==> src/rtl/rca8_signed_serial_sub.sv <==
// Bit-serial signed subtractor: Diff = A - B - Bin, one bit per clock, LSB first.
// A single full-adder cell adds A + ~B + ~Bin; the carry flop carries between bits.
// Start/Busy/Done handshake; Diff, Bout and V are registered and held between ops.
// Optional macro SUB_SAT_EN: clamp Diff to the signed range when V is set.
//
// state | meaning
// IDLE  | waiting for Start
// RUN   | one operand bit processed per clock, Busy=1
// DONE  | Done pulse cycle; a new Start is accepted here
module rca8_signed_serial_sub #(
  parameter int N = 8
) (
  input  logic         clk,
  input  logic         rst,
  input  logic         Start,
  input  logic [N-1:0] A,
  input  logic [N-1:0] B,
  input  logic         Bin,
  output logic         Busy,
  output logic         Done,
  output logic [N-1:0] Diff,
  output logic         Bout,
  output logic         V
);

  localparam int CW = $clog2(N);
  localparam logic [CW-1:0] LAST   = CW'(N - 1);
  localparam logic [CW-1:0] PENULT = CW'(N - 2);

  typedef enum logic [1:0] {IDLE, RUN, DONE} state_t;

  state_t         state;
  logic [N-1:0]   a_sh;
  logic [N-1:0]   b_sh;
  logic [N-2:0]   res_sh;
  logic [CW-1:0]  cnt;
  logic           c;
  logic           c_msb_in;

  logic           a_bit;
  logic           nb_bit;
  logic           d_bit;
  logic           c_out;
  logic [N-1:0]   assembled;

  // Full-adder cell on the current operand bits (B inverted for subtraction)
  assign a_bit     = a_sh[0];
  assign nb_bit    = ~b_sh[0];
  assign d_bit     = a_bit ^ nb_bit ^ c;
  assign c_out     = (a_bit & nb_bit) | (c & (a_bit ^ nb_bit));
  assign assembled = {d_bit, res_sh};

  // Handshake FSM, serial datapath and registered results
  always_ff @(posedge clk) begin
    if (rst) begin
      state    <= IDLE;
      Busy     <= 1'b0;
      Done     <= 1'b0;
      Diff     <= '0;
      Bout     <= 1'b0;
      V        <= 1'b0;
      a_sh     <= '0;
      b_sh     <= '0;
      res_sh   <= '0;
      cnt      <= '0;
      c        <= 1'b0;
      c_msb_in <= 1'b0;
    end else begin
      case (state)
        IDLE, DONE: begin
          Done <= 1'b0;
          if (Start) begin
            a_sh   <= A;
            b_sh   <= B;
            c      <= ~Bin;
            cnt    <= '0;
            res_sh <= '0;
            Busy   <= 1'b1;
            state  <= RUN;
          end else begin
            state <= IDLE;
          end
        end
        RUN: begin
          a_sh   <= a_sh >> 1;
          b_sh   <= b_sh >> 1;
          c      <= c_out;
          res_sh <= assembled[N-1:1];
          cnt    <= cnt + CW'(1);
          if (cnt == PENULT) c_msb_in <= c_out;
          if (cnt == LAST) begin
            Busy  <= 1'b0;
            Done  <= 1'b1;
            Bout  <= ~c_out;
            V     <= c_out ^ c_msb_in;
            state <= DONE;
`ifdef SUB_SAT_EN
            // On overflow the minuend's sign tells which rail was crossed
            if (c_out ^ c_msb_in)
              Diff <= a_bit ? {1'b1, {(N-1){1'b0}}} : {1'b0, {(N-1){1'b1}}};
            else
              Diff <= assembled;
`else
            Diff <= assembled;
`endif
          end
        end
        default: begin
          state <= IDLE;
          Busy  <= 1'b0;
          Done  <= 1'b0;
        end
      endcase
    end
  end

endmodule

==> config.mk <==
export PLATFORM = sky130hd
export DESIGN_NAME = rca8_signed_serial_sub
export DESIGN_NICKNAME = d
export VERILOG_FILES = /design/src/rtl/rca8_signed_serial_sub.sv
export SDC_FILE = /design/constraint.sdc
export NUM_CORES = 1
export LEC_CHECK = 0
export ABC_AREA = 1
export BUFFER_PORTS_ARGS = -buffer_cell sky130_fd_sc_hd__buf_2
export CAP_MARGIN = 20
export CORE_MARGIN = 2
export CORE_UTILIZATION = 55
export CTS_CLUSTER_SIZE = 8
export DETAILED_ROUTE_END_ITERATION = 10
export GPL_TIMING_DRIVEN = 0
export MAX_ROUTING_LAYER = met4
export PLACE_DENSITY_LB_ADDON = 0.15
export SETUP_SLACK_MARGIN = 0.2
export SKIP_LAST_GASP = 1
export SYNTH_ARGS = -nofsm -noshare
export SYNTH_HDL_FRONTEND = slang
export SYNTH_SLANG_ARGS = --single-unit
==> constraint.sdc <==
create_clock -name clk -period 1.35 [get_ports clk]
set_input_delay 0.0675 -clock clk [delete_from_list [all_inputs] [get_ports clk]]
set_output_delay 0.0675 -clock clk [all_outputs]
set_load 0.1 [all_outputs]
# ---- Word-level counts from Yosys, hierarchy flattened
# Cells that the tools add are included.
dict set report word_totals {
  ff_bits 42
  inputBits 20
  elab_cells 53
  out_inout_bits 12
}
dict set report op_classes {
  mux 16
  bitwise_logic 10
  addsub 1
  eq_ne 6
  reduce_logical 8
}
# cell count
set op_table {}
lappend op_table {{8-bit case mux with 2 select lines} 2}
lappend op_table {{8-bit two-way mux} 2}
lappend op_table {{7-bit case mux with 2 select lines} 1}
lappend op_table {{2-bit AND reduction} 4}
lappend op_table {{7-bit two-way mux} 1}
lappend op_table {{3-bit == test, second input constant} 2}
lappend op_table {{3-bit case mux with 2 select lines} 1}
lappend op_table {{1-bit two-way mux} 4}
lappend op_table {{2-bit != test, second input constant} 2}
lappend op_table {{1-bit inverter} 4}
lappend op_table {{1-bit case mux with 2 select lines} 2}
lappend op_table {{2-bit case mux with 2 select lines} 1}
lappend op_table {{2-bit OR reduction} 2}
lappend op_table {{3-bit by 1-bit adder with 3-bit output, second input constant} 1}
lappend op_table {{3-bit two-way mux} 1}
lappend op_table {{1-bit bitwise XOR} 3}
lappend op_table {{1-bit AND} 2}
lappend op_table {{2-bit by 1-bit == test with 1-bit output, second input constant} 1}
lappend op_table {{2-bit == test, second input constant} 1}
lappend op_table {{2-bit logical NOT} 1}
lappend op_table {{2-bit two-way mux} 1}
lappend op_table {{2-bit nonzero test} 1}
lappend op_table {{1-bit OR} 1}

# ---- Depth between registers and ports, before layout
dict set report logic_depth {
  depth_word 5
  depth_mapped 8
  mapped_depth_nobuf 8
}

# ---- Worst setup path before layout
# OpenSTA, ideal clock, no wires.
dict set report synth_timing {
  path_type {register to register}
  startpoint {reg Busy (netlist name)}
  endpoint {reg Busy}
  t_required_ns 1.272
  stages_incl_launch_ff 3
  arrival_time_ns 1.197
  n_path_buf 0
  setup_slack_ns 0.075
  setup_ns 0.078
  path_cell_list {dfxtp_1 -> nor2_1 -> nor3_1}
}
# element line
set synth_rtl {}
lappend synth_rtl {{end signal, assigned} 57} ;# Busy <= 1'b0;
lappend synth_rtl {{end signal, assigned} 78} ;# Busy <= 1'b1;
lappend synth_rtl {{end signal, assigned} 92} ;# Busy <= 1'b0;
lappend synth_rtl {{end, declared} 19} ;# output logic Busy,

# ---- Worst setup path in the final report
dict set report layout_timing {
  startpoint {reg state[0]}
  endpoint {reg V}
}
dict set report layout_via {
  elab_chain_len 2
}
# element line
set layout_rtl {}
lappend layout_rtl {{start, declared} 32} ;# state_t state;
lappend layout_rtl {{start signal, assigned} 56} ;# state <= IDLE;
lappend layout_rtl {{start signal, assigned} 79} ;# state <= RUN;
lappend layout_rtl {{start signal, assigned} 81} ;# state <= IDLE;
lappend layout_rtl {{2-bit by 1-bit == test with 1-bit output} 69} ;# case (state)
lappend layout_rtl {{2-bit AND reduction (no line)} n/a}
lappend layout_rtl {{end signal, assigned} 95} ;# V <= c_out ^ c_msb_in;
lappend layout_rtl {{end, declared} 23} ;# output logic V
# No other way between the ends.
# A chain may end at the register's enable or synchronous reset.

==> impl_summary.md <==
Yosys
Synthesis inferred 42 register bits. The biggest area contributor in the post-synthesis netlist is sky130_fd_sc_hd__dfxtp_1. Ranked by total cell area, the synthesized netlist is headed by sky130_fd_sc_hd__dfxtp_1, sky130_fd_sc_hd__nand3_1, sky130_fd_sc_hd__nand2_1, sky130_fd_sc_hd__inv_1, sky130_fd_sc_hd__nor2_1. For this run, asynchronously set or reset flops after synthesis account for 0.

For this run, the register share of the synthesized area comes to 0.430. Counting every net in the synthesized netlist gives around 300. Synthesis produced ~270 cells. The number of different library cells used by synthesis comes to 23. The top flip-flop cell by instance count after synthesis is sky130_fd_sc_hd__dfxtp_1. The synthesized design contains 0 enable-type register cells.

The share of synthesized area in the top cell type comes to 0.430. The post-synthesis area per instance is just over 7 µm². The mapped cell area is slightly below 0.002 mm². The number of warnings printed during yosys synthesis is 0.

Floorplan
The die is 63.6 µm tall. The die width is 63.6 µm. The number of placed I/O pins is 32. The floorplan step defined a die boundary enclosing a little over 0.004 mm².

After floorplanning, the core was sized to cover around 0.0034 mm². For this configuration, the core starts out at a cell density of 0.581. The floorplan has 21 rows.

Layout
The multi-input combinational cells in the finished layout cover a total of 0.00105 mm². The repair_antennas step left the layout with diodes totalling 0. The final-layout fill cell count is 219. The share of post-route cells with drive strength above 1 is 0.379. The library cell used most frequently in the layout, excluding fill and tap cells, is sky130_fd_sc_hd__nand2_1. The top cell types in the final layout, fill and taps aside, are sky130_fd_sc_hd__nand2_1, sky130_fd_sc_hd__inv_1, sky130_fd_sc_hd__nand3_1. At the end of the flow, the number of nets in the layout was ~360. The area taken by flip-flops and latches is 863 µm².

The post-layout instance count excluding filler cells is 384. The synthesis-to-layout area growth is 44.3%.

Pwr
The relative contribution of combinational cells to total power is 0.238. The net load switching power is ~0.79 mW. The internal power of the cells is 1.83 mW.

The worst vdd rail ir drop is roughly 0.00086 V. The overall power after layout is roughly 2.6 mW. The register share of total power is 0.511.

The analysis attributes to cell leakage a power of between 1 and 1.5 nW. The ratio of total power to cell area is roughly 930 mW/mm². Of the total power, the clock network draws 0.251. Of the total power, the share spent switching nets is 0.302.

Min path
The capture endpoint of the worst hold path is a_sh[7]$_SDFFE_PP0P_. The worst hold path belongs to the class primary input to flip-flop. The beginning of the worst hold path is Start.

The count of cells along the worst hold path is 5.

Placement
At the placement stage, the worst setup path has a slack of ~110 ps. After detailed placement, the design holds a cell count of around 350. The count of port buffers added during placement is 31. The placer congestion estimate is just over 0.8. The HPWL after detailed placement is 2.73 mm.

Drt
The final wirelength is 5.51 mm. After detailed routing, the average wire length per cell comes to ~14 µm. The count of routing violations after the opening detailed-route iteration is 129.

In the routed design, unresolved DRC markers number 0. Summing over every cut layer, the via total after detailed routing is 2044. The count of nets left with antenna violations once routing finished came out at 0. The detailed-route vias per instance is 5.32. For this run, the detailed router's first-pass iteration total came to 6.

Setup path
The endpoint required time on the critical path is approximately 1600 ps. The worst reg2reg path startpoint is state[0]$_SDFFE_PP0P_. The type of origin of the critical path is a flip-flop. The largest fanout on the critical path is 6. The depth of the most critical reg-to-reg path is 8. For the worst setup path, the data arrival time is about 1600 ps. For flop-to-flop paths, the worst setup slack is between 70 and 80 ps. The end of the worst register-to-register path is V$_SDFFE_PP0P_. The category of the most critical setup path is flip-flop to flip-flop. The worst setup path is captured at a flip-flop.

Timing
The minimum hold slack is 96.3 ps. The headroom to the max-slew limit is 0.815. In the finished design, the share of the clock period the worst path needs comes to 0.944.

The worst path meets setup with ~75 ps of slack. On the final layout, the worst clock skew is ~16 ps. Setup repair after global routing could not meet its margin everywhere. The slew at the pin closest to its max-slew limit is ~280 ps.

The final-report max-slew violation count is 0. Counting I/O delays and the setup requirement, the final critical path takes approximately 1300 ps. Timing would allow up to 785 MHz. The final-layout setup total negative slack is 0 ps. The total count of hold-check failures in the final report is 0. The setup violation total in the final timing report is 0.

GRT
The number of antenna violations at the first check in global routing was 0. The first global-routing pass estimated ~8.3 mm of wire. The global-route usage over all layers is 0.266. The largest net degree at the start of global routing is 13. The total congestion overflow is 0. The via count of the first global-routing pass was 1897.

Clock network
The later pin in the worst-skew pair is clocked with a latency of roughly 360 ps. The H-tree generated during clock tree synthesis spans 2 levels. The total clock sinks is 42. The maximum root-to-sink buffer count is 2.

TritonCTS built the clock tree. Clock tree synthesis selected as its root buffer the cell sky130_fd_sc_hd__clkbuf_4. After clock tree synthesis, the clock-pin slew on the worst setup and hold paths is between 100 and 150 ps. The total CTS buffers is 5.

Flow run
Across the run, the number of max-cap violations was 0.

Run status
The flow ran to the end, and the final reports show no timing, DRC or antenna violations.
[cell usage after synthesis (2+ instances only)]
cell and count:
sky130_fd_sc_hd__nand3b_1 2, sky130_fd_sc_hd__o21ai_2 8, sky130_fd_sc_hd__ha_1 3, sky130_fd_sc_hd__buf_4 4
sky130_fd_sc_hd__nand2_2 3, sky130_fd_sc_hd__nand2_1 49, sky130_fd_sc_hd__o22ai_1 8, sky130_fd_sc_hd__a21oi_1 6
sky130_fd_sc_hd__nor2_1 25, sky130_fd_sc_hd__inv_1 44, sky130_fd_sc_hd__nor3_1 15, sky130_fd_sc_hd__buf_2 10
sky130_fd_sc_hd__dfxtp_1 42, sky130_fd_sc_hd__o21ai_0 2, sky130_fd_sc_hd__nand3_1 40
[state kept, by name, indices dropped and copies added (netlist names)]
register / count
a_sh: 8
V: 1
Diff: 8
Bout: 1
c_msb_in: 1
b_sh: 8
Done: 1
Busy: 1
c: 1
res_sh: 7
cnt: 3
state: 2
[metrics by stage]
| step | utilization | instance area [µm²] |
|---|---|---|
| final | 0.839 | 2820 |
| after floorplan | - | 1990 |
| after CTS | 0.770 | 2590 |
| after global placement | 0.655 | 2200 |
| after global routing | 0.839 | 2820 |
| after detailed placement | 0.655 | 2200 |
[metal layers]
layer / vias up / share of wire / GRT usage
met2: 91 / 0.51 / 0.438
met5: - / 0 / -
met3: 16 / 0.073 / 0.0679
met4: 0 / 0.019 / 0.0707
met1: 951 / 0.39 / 0.325
li1: 986 / - / -
[cell families after synthesis]
logic type | share of synthesized area
adder cells (fa/ha/maj) | 0.0295
XOR/XNOR | 0.00448
AO/OA/AOI/OAI | 0.0845
flip-flops | 0.430
buffers and inverters | 0.136
AND/OR/NAND/NOR | 0.315
[worst max path at each step]
| stage | from | to | slack (ps) | cells past startpoint |
|---|---|---|---|---|
| 3_3_place_gp | state[0]$_SDFFE_PP0P_ | a_sh[0]$_SDFFE_PP0P_ | 110 | 6 |
| 4_1_cts | state[0]$_SDFFE_PP0P_ | Bout$_SDFFE_PP0P_ | 160 | 6 |
| 2_1_floorplan | cnt[1]$_SDFFE_PP0P_ | V$_SDFFE_PP0P_ | 210 | 6 |
| 6_report | state[0]$_SDFFE_PP0P_ | V$_SDFFE_PP0P_ | 80 | 8 |
| 5_1_grt | state[0]$_SDFFE_PP0P_ | V$_SDFFE_PP0P_ | 70 | 8 |
| 3_5_place_dp | state[0]$_SDFFE_PP0P_ | a_sh[0]$_SDFFE_PP0P_ | 110 | 6 |
[cell type report]
class,count,area share
flip-flops and latches,42,0.306
inverters,46,0.0630
clock buffers,7,0.0195
well taps,46,0.0204
repair buffers,60,0.166
multi-input cells,167,0.372
clock inverters,1,0.00177
plain buffers,15,0.0515
[power groups by stage]
stage | Combinational [mW] | Clock [mW] | Sequential, mW
after detailed placement | 0.430 | 0 | 1.36
after global routing | 0.686 | 0.704 | 1.34
after global placement | 0.427 | 0 | 1.36
final | 0.623 | 0.659 | 1.34
after CTS | 0.517 | 0.659 | 1.33
after floorplan | 0.314 | 0 | 1.37
[worst max-delay path: stages, from the launching register on]
cell and delay (ps):
sky130_fd_sc_hd__dfxtp_2 350, sky130_fd_sc_hd__buf_6 120, sky130_fd_sc_hd__inv_6 40, sky130_fd_sc_hd__nor2_4 160
sky130_fd_sc_hd__nand2_2 110, sky130_fd_sc_hd__buf_4 150, sky130_fd_sc_hd__nand2_1 60, sky130_fd_sc_hd__nand2_1 70
sky130_fd_sc_hd__nor2_1 120
[what timing repair did]
action | 4_1_cts | 5_1_grt
cloned | 2 | 0
buffers inserted | 5 | 5
pin swaps | 3 | 12
setup endpoints to repair | 49 | 41
hold endpoints to repair | 20 | 0
resized for setup | 34 | 42
hold buffers | 18 | 0
Note: power is estimated with default switching activity, not from simulation.
